<file path="src/rtl/bbox_tracker.sv">
// rtl/bbox_tracker.sv - per-frame bounding box and set-pixel count of a binary pixel stream
module bbox_tracker #(
    parameter int CNT_W     = 24,
    parameter int MIN_COUNT = 16
) (
    input  logic             clock,
    input  logic             reset_n,
    input  logic [15:0]      width,
    input  logic [15:0]      height,
    input  logic             frame_sync,
    input  logic             in_write,
    input  logic             in_pixel,
    output logic             out_valid,
    output logic             found,
    output logic [15:0]      xmin,
    output logic [15:0]      xmax,
    output logic [15:0]      ymin,
    output logic [15:0]      ymax,
    output logic [CNT_W-1:0] count
);

    typedef enum logic [1:0] {
        IDLE  = 2'd0,
        ACCUM = 2'd1,
        DONE  = 2'd2
    } state_t;

    localparam logic [63:0]      MIN_C   = 64'(MIN_COUNT);
    localparam logic [CNT_W-1:0] CNT_ONE = {{(CNT_W-1){1'b0}}, 1'b1};
    localparam logic [CNT_W-1:0] CNT_MAX = {CNT_W{1'b1}};

    state_t            state, state_n;
    logic [15:0]       x, y, x_n, y_n;
    logic [15:0]       w_lat, h_lat, w_lat_n, h_lat_n;
    logic              hit, hit_n;
    logic [15:0]       acc_xmin, acc_xmax, acc_ymin, acc_ymax;
    logic [15:0]       acc_xmin_n, acc_xmax_n, acc_ymin_n, acc_ymax_n;
    logic [CNT_W-1:0]  acc_cnt, acc_cnt_n;
    logic              publish;

    // Working values of the current pixel slot
    logic              fresh;
    logic [15:0]       w_eff, h_eff, cx, cy;
    logic              take, at_eol, at_last;

    // State register; the rest of the FSM outputs live in the datapath block
    always_ff @(posedge clock) begin
        if (!reset_n) state <= IDLE;
        else          state <= state_n;
    end

    // Next-state, pixel position and accumulator update for this cycle
    always_comb begin
        // Outside ACCUM (or on a resync) the slot starts a new frame at (0,0)
        // with cleared accumulators and freshly sampled dimensions.
        fresh   = frame_sync || (state != ACCUM);
        w_eff   = fresh ? width  : w_lat;
        h_eff   = fresh ? height : h_lat;
        cx      = fresh ? 16'd0  : x;
        cy      = fresh ? 16'd0  : y;
        take    = in_write && (w_eff != 16'd0) && (h_eff != 16'd0);
        at_eol  = (cx == w_eff - 16'd1);
        at_last = at_eol && (cy == h_eff - 16'd1);

        state_n    = fresh ? IDLE : state;
        x_n        = cx;
        y_n        = cy;
        w_lat_n    = w_eff;
        h_lat_n    = h_eff;
        hit_n      = fresh ? 1'b0 : hit;
        acc_xmin_n = fresh ? 16'd0 : acc_xmin;
        acc_xmax_n = fresh ? 16'd0 : acc_xmax;
        acc_ymin_n = fresh ? 16'd0 : acc_ymin;
        acc_ymax_n = fresh ? 16'd0 : acc_ymax;
        acc_cnt_n  = fresh ? '0    : acc_cnt;
        publish    = 1'b0;

        if (take) begin
            if (at_last) begin
                state_n = DONE;
                x_n     = 16'd0;
                y_n     = 16'd0;
                publish = 1'b1;
            end else begin
                state_n = ACCUM;
                if (at_eol) begin
                    x_n = 16'd0;
                    y_n = cy + 16'd1;
                end else begin
                    x_n = cx + 16'd1;
                end
            end

            if (in_pixel) begin
                if (!hit_n) begin
                    acc_xmin_n = cx;
                    acc_xmax_n = cx;
                    acc_ymin_n = cy;
                    acc_ymax_n = cy;
                end else begin
                    if (cx < acc_xmin_n) acc_xmin_n = cx;
                    if (cx > acc_xmax_n) acc_xmax_n = cx;
                    if (cy < acc_ymin_n) acc_ymin_n = cy;
                    if (cy > acc_ymax_n) acc_ymax_n = cy;
                end
                hit_n = 1'b1;
                if (acc_cnt_n != CNT_MAX) acc_cnt_n = acc_cnt_n + CNT_ONE;
            end
        end
    end

    // Counters, accumulators and published results; results include the last pixel
    always_ff @(posedge clock) begin
        if (!reset_n) begin
            x         <= 16'd0;
            y         <= 16'd0;
            w_lat     <= 16'd0;
            h_lat     <= 16'd0;
            hit       <= 1'b0;
            acc_xmin  <= 16'd0;
            acc_xmax  <= 16'd0;
            acc_ymin  <= 16'd0;
            acc_ymax  <= 16'd0;
            acc_cnt   <= '0;
            out_valid <= 1'b0;
            found     <= 1'b0;
            xmin      <= 16'd0;
            xmax      <= 16'd0;
            ymin      <= 16'd0;
            ymax      <= 16'd0;
            count     <= '0;
        end else begin
            x         <= x_n;
            y         <= y_n;
            w_lat     <= w_lat_n;
            h_lat     <= h_lat_n;
            hit       <= hit_n;
            acc_xmin  <= acc_xmin_n;
            acc_xmax  <= acc_xmax_n;
            acc_ymin  <= acc_ymin_n;
            acc_ymax  <= acc_ymax_n;
            acc_cnt   <= acc_cnt_n;
            out_valid <= publish;
            if (publish) begin
                xmin  <= acc_xmin_n;
                xmax  <= acc_xmax_n;
                ymin  <= acc_ymin_n;
                ymax  <= acc_ymax_n;
                count <= acc_cnt_n;
                found <= (64'(acc_cnt_n) >= MIN_C);
            end
        end
    end

endmodule

</file>
<file path="config.mk">
export PLATFORM = sky130hd
export DESIGN_NAME = bbox_tracker
export DESIGN_NICKNAME = d
export VERILOG_FILES = /design/src/rtl/bbox_tracker.sv
export SDC_FILE = /design/constraint.sdc
export NUM_CORES = 1
export LEC_CHECK = 0
export BUFFER_PORTS_ARGS = -buffer_cell sky130_fd_sc_hd__buf_2
export CORE_MARGIN = 2
export CORE_UTILIZATION = 60
export DETAILED_ROUTE_END_ITERATION = 16
export PLACE_DENSITY = 0.85
export SYNTH_ARGS = -nofsm -noshare
export SYNTH_HDL_FRONTEND = slang
export SYNTH_SLANG_ARGS = --single-unit
</file>
<file path="constraint.sdc">
create_clock -name clock -period 12.5 [get_ports clock]
set_input_delay 3.125 -clock clock [delete_from_list [all_inputs] [get_ports clock]]
set_output_delay 3.125 -clock clock [all_outputs]
set_load 0.1 [all_outputs]
</file>
==> metrics.md, run 1 <==
| Metric | Value |
|---|---|
| Result of the run | finished, final reports clean |
| I/O pin cnt | 127 |
| Worst-case vdd ir drop | 0.0000902 V |
| Worst EP required | 12.92 ns |
| Post-cts hold buffer count | 0 |
| Global-route wire length before repair | 57300 microns |
| Setup total negative slack | 0 ns |
| Switching fraction of total power | 0.244 |
| Post-DR wirelength/cell | 18.5 microns |
| Sequential share of the synthesized area | 0.376 |
| Count of state elements after synthesis | 245 |
| Row count | 53 |
| Worst relative slew slack | 0.193 |
| RSZ-0062 raised after global routing | false |
| Clk root buf | clkbuf_16 |
| Leading post-synthesis cells by cell area | dfxtp_1, ha_1, mux2i_1 |
| Diode insertion count for antenna repair | 0 |
| Filler cells | 1701 |
| F_max | 0.116 GHz |
| Fraction of post-synthesis cell area in the top cell type by area | 0.376 |
| Combinational Power Share | 0.068 |
| Number of warning messages in the yosys log | 0 |
| GP Congestion | 0.958 |
| Time the final worst path needs with I/O delays and setup | 8.61 ns |
| Maximum fanout count along the critical path | 84 |
| Overall die height | 151 microns |
| Final clock skew | 0.0116 ns |
| Number of distinct library cells after synthesis | 74 |
| Post-synthesis instance area | 13000 sq um |
| Part of the power in registers | 0.488 |
| Pre-antenna DRT Iters | 7 |
| P_leak | 6.21 nW |
| Cell count after synthesis | 1583 |
| Switching power | 399 uW |
| Die Wd | 151 microns |
| Area of the core region | 21200 sq um |
| Nets | 1760 |
| Tot GR Track Use | 0.313 |
| Slew at the pin closest to its max-slew limit | 1.20 ns |
| Number of design-rule violations left by the first detailed-router iteration | 961 |
| Final routed wirelength across all metal layers | 36000 microns |
| Commonest cells in the netlist | dfxtp_1, nand2_1, nor2_1 |
| CTS tree | yes |
| Biggest area consumer among synthesized cells | dfxtp_1 |
| Maximum Capacitance Violations | 0 |
| Critical setup path kind | primary input to flip-flop |
| Maximum number of pins on one net before global-route repair | 210 |
| Avg Synthesized Cell Area | 8.24 sq um |
| Avg Vias per Cell | 6.17 |
| Layout overhead on the synthesized area | 11.8% |
| Number of hold violations in the final report | 0 |
| Drc violations | 0 |
| Antenna-violating nets left | 0 |
| CTS sink count | 245 |
| Nature of the critical path endpoint | flip-flop |
| Effective utilization at floorplan | 0.617 |
| TritonCTS Buffers | 25 |
| Number of antenna violations at the first check in global routing | 0 |
| Clock input transition at the sequential cells of the worst setup and hold paths | 0.06 ns |
| Max-slew violation count | 0 |
| Vias after detailed routing | 12000 |
| Post-route standard cell area excluding fillers | 14600 sq um |
| Most instantiated flip-flop cell in the synthesis netlist | dfxtp_1 |
| Clock H-tree levels | 1 |
| Area of placed instances | 13800 sq um |
| Clock latency on the worst-skew pair | 0.54 ns |
| PortBufs | 126 |
| Part of the power in the clock network | 0.444 |
| Dominant cell by count in the synthesized netlist | dfxtp_1 |
| Class of the most critical hold timing path | flip-flop to flip-flop |
| Synthesized netlist net count | 1687 |
| Type of element launching the critical path | primary input |
| Bufs on Longest Clock Path | 3 |
| Fraction of registers with async set/reset | 0 |
| PostCTS Resize Cnt | 0 |
| Layout cells sized above 1 | 0.120 |
| Cell Pwr Density | 112 nW/um^2 |
| Global-route congestion overflow total | 0 |
| Registers with the most flip-flops | acc_cnt: 24 flops, count: 24 flops |
| Setup violation total in the final timing report | 0 |
| Post-CTS Repair Setup Buffers | 0 |
| Die footprint | 22900 sq um |
| HPWL after DPL | 25100 microns |
| Crit share post-route | 0.688 |
| Arrival @ worst endpoint | 9.03 ns |
| Internal power contribution | 1.24 mW |
| Number of global-route vias before repair | 11100 |
| Number of synthesized flops with an enable pin | 0 |
-- cell usage in the layout, fill, tap and decap left out, types with 8 or more instances in the layout --
cell type  synthesis  final
dfxtp_1          245    245
nand2_1          201    201
nor2_1           186    186
buf_2             11    126
a21oi_1          105    105
mux2i_1           80     80
ha_1              67     67
xnor2_1           50     50
nand3_1           46     46
nor3_1            43     42
and2_1            39     39
inv_1             35     35
xor2_1            34     34
nand4_1           30     30
nor4_1            31     30
o22a_1            26     26
o21ai_1           26     25
clkbuf_16          0     25
a31oi_1           24     24
o21ai_0           21     21
a21o_1            20     20
a211oi_1          17     17
or4_1             13     13
or3_1             12     12
nand2b_1          12     12
buf_4              2     10
a21boi_0           9      9
nor2b_1            8      8
o21a_1             8      8
and3_1             8      8
-- through the flow --
| step | util | instances | power, mW | hold slack (ns) | setup WS (ns) |
|---|---|---|---|---|---|
| after floorplan | - | 1583 | 0.889 | 0.457 | 3.57 |
| after global placement | 0.652 | 1904 | 0.922 | 0.464 | 3.66 |
| after detailed placement | 0.652 | 1904 | 0.924 | 0.469 | 3.52 |
| after CTS | 0.690 | 1948 | 1.64 | 0.487 | 4.01 |
| after global routing | 0.690 | 1948 | 1.68 | 0.510 | 3.60 |
| final | 0.690 | 1948 | 1.64 | 0.487 | 3.89 |
-- cell families after synthesis --
group                      after synthesis  synth area share
and+or+nand+nor                        667             0.245
AOI/OAI and AO/OA                      304             0.151
muxes                                   88            0.0683
adders and majority gates               67            0.0642
DFF                                    245             0.376
buffers and inverters                  128            0.0396
xor gates and xnor gates                84            0.0564
-- area by class of cell --
type / count / area [sq um] / share of cell area
multi-input combinational: 1210 / 7660 / 0.525
sequential: 245 / 4900 / 0.336
timing repair buffer: 138 / 746 / 0.0511
clock buffer: 37 / 741 / 0.0508
tap: 275 / 344 / 0.0236
inverter: 36 / 136 / 0.00935
clock inverter: 7 / 60.1 / 0.00412
-- critical path, stage by stage --
cell,delay [ns]
buf_2,0.12
or3b_4,0.18
buf_4,0.69
mux2i_1,0.21
ha_1,0.28
nor3b_1,0.17
nand4_1,0.11
a22o_1,0.23
nand3_1,0.44
a2111o_1,0.45
or4_1,0.69
nor3_4,0.98
buf_12,0.44
nor2_1,0.25
buf_4,0.30
o22a_1,0.22
-- power groups by stage --
stage	combinational (mW)	sequential [mW]	clock, mW
final	0.111	0.799	0.726
after global routing	0.120	0.800	0.765
after CTS	0.109	0.799	0.734
after detailed placement	0.108	0.816	0
after global placement	0.107	0.816	0
after floorplan	0.0773	0.812	0
-- final timing paths --
kind | slack, ns | start | endpoint | cells past startpoint
setup / recovery | 3.89 | frame_sync | xmin[12] | 16
setup reg to reg | 6.13 | state[1] | xmin[12] | 15
hold reg to reg | 0.49 | xmin[11] | xmin[11] | 1
hold / removal | 0.49 | xmin[11] | xmin[11] | 1
-- routing by layer --
layer,vias to the layer above,GRT usage,part of all wire
met5,-,0,0
met4,0,0.107,0.031
met3,71,0.0644,0.093
met2,517,0.479,0.43
met1,5674,0.440,0.45
li1,5750,-,-
(Power assumes the default switching activity.)
==> run 2: changes to the inputs <==
--- a/config.mk
+++ b/config.mk
@@ -5,11 +5,12 @@
 export SDC_FILE = /design/constraint.sdc
 export NUM_CORES = 1
 export LEC_CHECK = 0
+export ABC_AREA = 1
 export BUFFER_PORTS_ARGS = -buffer_cell sky130_fd_sc_hd__buf_2
 export CORE_MARGIN = 2
 export CORE_UTILIZATION = 60
 export DETAILED_ROUTE_END_ITERATION = 16
-export PLACE_DENSITY = 0.85
+export PLACE_DENSITY = 0.84
 export SYNTH_ARGS = -nofsm -noshare
 export SYNTH_HDL_FRONTEND = slang
 export SYNTH_SLANG_ARGS = --single-unit
==> constraint.sdc (replaced) <==
create_clock -name clock -period 7.99 [get_ports clock]
set_input_delay 1.9975 -clock clock [delete_from_list [all_inputs] [get_ports clock]]
set_output_delay 1.9975 -clock clock [all_outputs]
set_load 0.1 [all_outputs]
==> run 2 against run 1 <==
  * Register-to-register slack got worse by 3.2 ns
  * Clock skew rose by 0.0040 ns
  * First-iteration DRC count rose by 89%
==> metrics.md, run 2 <==
| Metric | Value |
|---|---|
| Area of the core region | 26900 sq um |
| Worst Setup Slack post-DPL | 1.31 ns |
| F_max | 0.161 GHz |
| Most instantiated flip-flop cell in the synthesis netlist | dfxtp_1 |
| Critical setup path kind | primary input to flip-flop |
| Number of distinct library cells after synthesis | 49 |
| Class of the most critical hold timing path | flip-flop to flip-flop |
| Pre-antenna DRT Iters | 6 |
| Maximum fanout count along the critical path | 36 |
| Number of global-route vias before repair | 16500 |
| Cell Pwr Density | 164 nW/um^2 |
| Registers with the most flip-flops | acc_cnt: 24 flops, count: 24 flops |
| Area of the multi-input gates | 9740 sq um |
| Bufs on Longest Clock Path | 3 |
| Setup total negative slack | 0 ns |
| Leading post-synthesis cells by cell area | dfxtp_1, nand2_1, nand3_1 |
| Number of antenna violations at the first check in global routing | 0 |
| PostCTS Resize Cnt | 0 |
| RSZ-0062 raised after global routing | false |
| Worst hold-check slack | 0.460 ns |
| GP Congestion | 1.01 |
| Post-cts hold buffer count | 0 |
| Number of hold violations in the final report | 0 |
| Post-CTS Repair Setup Buffers | 0 |
| Dominant cell by count in the synthesized netlist | nand2_1 |
| Overall die height | 169 microns |
| Sequential share of the synthesized area | 0.299 |
| Layout cells sized above 1 | 0.101 |
| Sequential cell area in the final layout | 4900 sq um |
| P_leak | 8.88 nW |
| Highest-count cells in the layout ignoring fill and taps | nand2_1, nor2_1, inv_1, nand3_1, dfxtp_1 |
| Fin worst setup slack | 1.79 ns |
| Clock input transition at the sequential cells of the worst setup and hold paths | 0.06 ns |
| Diode insertion count for antenna repair | 0 |
| Commonest cells in the netlist | nand2_1, nor2_1, inv_1 |
| Filler cells | 2508 |
| Effective utilization at floorplan | 0.610 |
| HPWL after DPL | 37800 microns |
| Global-route congestion overflow total | 0 |
| Global-route wire length before repair | 83200 microns |
| Nets | 2865 |
| Nature of the critical path endpoint | flip-flop |
| Total power draw | 2.94 mW |
| Slew at the pin closest to its max-slew limit | 1.29 ns |
| Maximum number of pins on one net before global-route repair | 78 |
| Biggest area consumer among synthesized cells | dfxtp_1 |
| Tot GR Track Use | 0.357 |
| PortBufs | 126 |
| Maximum cell stage delay along the critical path | 0.46 ns |
| Post-route standard cell area excluding fillers | 18000 sq um |
| Clock latency on the worst-skew pair | 0.57 ns |
| Time the final worst path needs with I/O delays and setup | 6.20 ns |
| Fraction of registers with async set/reset | 0 |
| Fraction of post-synthesis cell area in the top cell type by area | 0.299 |
| Worst EP required | 8.46 ns |
| Number of design-rule violations left by the first detailed-router iteration | 1817 |
| Area of placed instances | 17000 sq um |
| Number of warning messages in the yosys log | 0 |
| Type of element launching the critical path | primary input |
| Count of state elements after synthesis | 245 |
| Most common cell on crit path | nand2_1 |
| Number of synthesized flops with an enable pin | 0 |
| Arrival @ worst endpoint | 6.68 ns |
| Die Wd | 169 microns |
| CTS tree | yes |
| Max-slew violation count | 0 |
| Setup violation total in the final timing report | 0 |
| Post-synthesis instance area | 16400 sq um |
| Post-DR wirelength/cell | 16.7 microns |
| TritonCTS Buffers | 27 |
| Result of the run | finished, final reports clean |
| Most common library cell in the layout ignoring fill and taps | nand2_1 |
| I/O pin cnt | 127 |
| Avg Synthesized Cell Area | 6.06 sq um |
| Worst relative slew slack | 0.138 |
| Final clock skew | 0.0155 ns |
| Drc violations | 0 |
| Row count | 60 |
| Clock H-tree levels | 1 |
| Crit share post-route | 0.777 |
| Critical-path cell list | buf_2, inv_4, nand3_4, buf_4, o21ai_4, ha_1, nand3_1, nor2_1, nand2_1, nand2_1, nand2_1, inv_1, nand2_1, nor2_1, nand2_2, nor2_2, nand3_4, clkinv_2, nand2_4, o21ai_0 |
| Layout overhead on the synthesized area | 9.70% |
| Vias after detailed routing | 17900 |
| Antenna-violating nets left | 0 |
| Synthesized netlist net count | 2811 |
| Avg Vias per Cell | 5.73 |
| Clk root buf | clkbuf_16 |
| Maximum Capacitance Violations | 0 |
| Die footprint | 28700 sq um |
| Slowest cell on the critical path | clkinv_2 |
| CTS sink count | 245 |
| Final routed wirelength across all metal layers | 52300 microns |
| Cell class contributing the biggest share of worst-path delay | simple AND/OR/NAND/NOR gates |
| Worst-case vdd ir drop | 0.000210 V |
| Cell count after synthesis | 2707 |
| Bufs and invs on worst path | 5 |
-- run 2: changes by cell type in the layout (fill, tap and decap cells not counted), moves of 38 or more --
cell | previous run | this run
mux2i_1 | 80 | 0
nor2_1 | 186 | 338
a21oi_1 | 105 | 206
o21ai_0 | 21 | 68
inv_1 | 35 | 298
nand2_1 | 201 | 846
and2_1 | 39 | 1
nand3_1 | 46 | 268
xnor2_1 | 50 | 7
-- run 2: worst register-to-register path: cells and delay by family (launching register included) --
| family | cells | cell delay (ns) |
|---|---|---|
| buffers and inverters | 3 | 1.01 |
| DFF | 1 | 0.49 |
| and+or+nand+nor | 13 | 2.52 |
| AOI/OAI and AO/OA | 5 | 0.71 |
| adders and majority gates | 1 | 0.29 |
-- run 2: logic make-up (layout without fill, tap and decap cells) --
kind of cell / Yosys count / after routing / share of synthesized area
buffers and inverters: 433 / 508 / 0.109
AOI/OAI and AO/OA: 327 / 327 / 0.109
DFF: 245 / 245 / 0.299
xor gates and xnor gates: 36 / 36 / 0.0197
and+or+nand+nor: 1599 / 1599 / 0.413
adders and majority gates: 67 / 67 / 0.0511
-- run 2: routing by layer --
metal | GRT usage | part of all wire | vias up
li1 | - | - | 8726
met1 | 0.485 | 0.43 | 8161
met2 | 0.588 | 0.45 | 851
met3 | 0.0410 | 0.088 | 156
met4 | 0.127 | 0.036 | 0
met5 | 0 | 0 | -
-- run 2: area by class of cell --
cell class                      count  area share
Tap cell                          341      0.0237
Timing Repair Buffer              143      0.0428
Multi-Input combinational cell   2029       0.541
Clock inverter                     16      0.0121
Inverter                          315      0.0661
Sequential cell                   245       0.273
Clock buffer                       34      0.0418
-- run 2: where the power goes --
group | internal (mW) | switching [mW]
clock network | 0.803 | 0.556
registers | 1.24 | 0.0122
logic | 0.0884 | 0.240
total | 2.14 | 0.808
-- run 2: path summary, 6_finish.rpt --
kind                                   to  slack, ns  startpoint  cells past startpoint
worst min-delay path            count[22]       0.46   count[22]                      2
worst min register to register  count[22]       0.46   count[22]                      2
worst max-delay path             count[2]       1.79  frame_sync                     20
worst max register to register   ymax[15]       2.90    state[0]                     22
-- run 2: through the flow --
stage | util | cells
2_1_floorplan | - | 2707
5_1_grt | 0.670 | 3123
3_5_place_dp | 0.634 | 3073
6_report | 0.670 | 3123
4_1_cts | 0.670 | 3123
3_3_place_gp | 0.634 | 3073
==> run 3: changes to the inputs <==
--- a/config.mk
+++ b/config.mk
@@ -5,12 +5,12 @@
 export SDC_FILE = /design/constraint.sdc
 export NUM_CORES = 1
 export LEC_CHECK = 0
-export ABC_AREA = 1
+export ABC_AREA = 0
 export BUFFER_PORTS_ARGS = -buffer_cell sky130_fd_sc_hd__buf_2
 export CORE_MARGIN = 2
 export CORE_UTILIZATION = 60
 export DETAILED_ROUTE_END_ITERATION = 16
-export PLACE_DENSITY = 0.84
+export PLACE_DENSITY = 0.85
 export SYNTH_ARGS = -nofsm -noshare
 export SYNTH_HDL_FRONTEND = slang
 export SYNTH_SLANG_ARGS = --single-unit
==> constraint.sdc (replaced) <==
create_clock -name clock -period 6.2 [get_ports clock]
set_input_delay 1.55 -clock clock [delete_from_list [all_inputs] [get_ports clock]]
set_output_delay 1.55 -clock clock [all_outputs]
set_load 0.1 [all_outputs]
==> run 3 against run 2 <==
  * Routed wire length shrank 31%
  * Flip-flop and latch count unchanged
  * Sequential share of layout area grew 5.8 points
  * Die area shrank 20%
  * Largest cell class unchanged
  * Critical path depth fell by 6
  * Sequential power rose by 28%
  * Non-clock buffer count rose by 16
  * Global-route usage down 4.8 points
  * Register-to-register slack worse by 1.4 ns
  * Via count shrank 33%
  * Cell area decreased by 18%
==> metrics.md, run 3 (synthesis gave the netlist of run 1 again) <==
| Metric | Value |
|---|---|
| Post-layout util | 0.702 |
| Cell class contributing the biggest share of worst-path delay | simple AND/OR/NAND/NOR gates |
| GP Congestion | 0.943 |
| Nets | 1780 |
| Clock latency on the worst-skew pair | 0.53 ns |
| Filler cells | 1675 |
| Class of the most critical hold timing path | flip-flop to flip-flop |
| Die footprint | 22900 sq um |
| Tot GR Track Use | 0.309 |
| Maximum Capacitance Violations | 0 |
| Registers with the most flip-flops | acc_cnt: 24 flops, count: 24 flops |
| Post-Layout Cell Count | 1969 |
| CTS tree | yes |
| Clk root buf | clkbuf_16 |
| Overall die height | 151 microns |
| Result of the run | finished, final reports clean |
| Effective utilization at floorplan | 0.617 |
| Type of element launching the critical path | primary input |
| Total power draw | 3.35 mW |
| Number of design-rule violations left by the first detailed-router iteration | 1063 |
| Most common cell on crit path | mux2i_1 |
| PortBufs | 126 |
| Worst Setup Slack post-DPL | 0.288 ns |
| Worst relative slew slack | 0.278 |
| TritonCTS Buffers | 24 |
| Slowest cell on the critical path | or4_1 |
| Sequential cell area in the final layout | 4900 sq um |
| Most common library cell in the layout ignoring fill and taps | dfxtp_1 |
| Avg Vias per Cell | 6.10 |
| CTS sink count | 245 |
| Post-DR wirelength/cell | 18.2 microns |
| Maximum fanout count along the critical path | 37 |
| Crit share post-route | 0.873 |
| Maximum number of pins on one net before global-route repair | 54 |
| P_leak | 6.36 nW |
| Area of the core region | 21200 sq um |
| Setup total negative slack | 0 ns |
| Number of hold violations in the final report | 0 |
| Max-slew violation count | 0 |
| Setup violation total in the final timing report | 0 |
| Layout overhead on the synthesized area | 13.7% |
| Post-cts hold buffer count | 0 |
| Vias after detailed routing | 12000 |
| Final clock skew | 0.00955 ns |
| Number of antenna violations at the first check in global routing | 0 |
| Worst-case vdd ir drop | 0.000223 V |
| Row count | 53 |
| F_max | 0.185 GHz |
| Layout cells sized above 1 | 0.136 |
| Arrival @ worst endpoint | 5.80 ns |
| Global-route wire length before repair | 57000 microns |
| Clock input transition at the sequential cells of the worst setup and hold paths | 0.06 ns |
| Maximum cell stage delay along the critical path | 0.68 ns |
| Time the final worst path needs with I/O delays and setup | 5.41 ns |
| Area of the multi-input gates | 7720 sq um |
| Number of global-route vias before repair | 11100 |
| Critical-path cell list | buf_2, or3b_4, mux2i_1, ha_2, nor4bb_4, nand3_1, nand3b_1, a31oi_1, or4b_1, or4_1, nor3_4, buf_4, mux2i_1, nor2_1 |
| I/O pin cnt | 127 |
| Clock H-tree levels | 1 |
| Bufs on Longest Clock Path | 3 |
| Final routed wirelength across all metal layers | 35900 microns |
| Post-CTS Repair Setup Buffers | 0 |
| RSZ-0062 raised after global routing | false |
| Cell Pwr Density | 226 nW/um^2 |
| Pre-antenna DRT Iters | 6 |
| PostCTS Resize Cnt | 0 |
| Worst EP required | 6.59 ns |
| Global-route congestion overflow total | 0 |
| Nature of the critical path endpoint | flip-flop |
| Highest-count cells in the layout ignoring fill and taps | dfxtp_1, nand2_1, nor2_1, buf_2, a21oi_1 |
| Drc violations | 0 |
| Total placed cells including tap cells | 1925 |
| Die Wd | 151 microns |
| Critical setup path kind | primary input to flip-flop |
| Bufs and invs on worst path | 2 |
| HPWL after DPL | 26200 microns |
| Antenna-violating nets left | 0 |
| Slew at the pin closest to its max-slew limit | 1.07 ns |
| Fin worst setup slack | 0.790 ns |
run 3: cell count changes in the layout (fill, tap and decap cells not counted), sizes merged, moves of 25 or more:
cell and delta:
inv -278, and2 +40, o22a +26, nand4 -25, nand2 -654, o21ai -61
nor2 -184, xnor2 +42, mux2i +80, nand3 -225, a21oi -102
run 3: path summary, 6_finish.rpt:
check	start	endpoint	slack (ns)	cells past startpoint
worst max-delay path	frame_sync	xmin[14]	0.79	14
worst min-delay path	xmax[3]	xmax[3]	0.48	1
worst max register to register	state[0]	xmin[14]	1.52	13
worst min register to register	xmax[3]	xmax[3]	0.48	1
run 3: per-stage QoR:
step           cell area, sq um  hold slack [ns]
6_report                  14800            0.484
5_1_grt                   14800            0.500
4_1_cts                   14800            0.486
3_5_place_dp              14000            0.466
3_3_place_gp              14000            0.464
2_1_floorplan             13200            0.457
run 3: report_power, final:
part	switching (mW)	internal (mW)
registers	0.0216	1.59
clock network	0.622	0.890
logic	0.149	0.0829
run 3: layer usage:
metal  track usage  part of all wire
met4        0.0822             0.022
met5             0                 0
met3        0.0455             0.088
met2         0.473              0.43
met1         0.455              0.46
run 3: final cells by class:
cell class,instances,area share
clock buffer,34,0.0485
inverter,36,0.00919
antenna,1,0.000169
sequential,245,0.330
clock inverter,9,0.00683
multi-input combinational,1210,0.520
tap,275,0.0232
timing repair buffer,159,0.0617
run 3: worst reg2reg max path: cells and delay by family, from the launching register on:
| family | cells | cell delay [ns] |
|---|---|---|
| muxes | 2 | 0.50 |
| adders and majority gates | 1 | 0.37 |
| DFF | 1 | 0.42 |
| AOI/OAI and AO/OA | 1 | 0.10 |
| and+or+nand+nor | 8 | 2.73 |
| buffers and inverters | 1 | 0.42 |
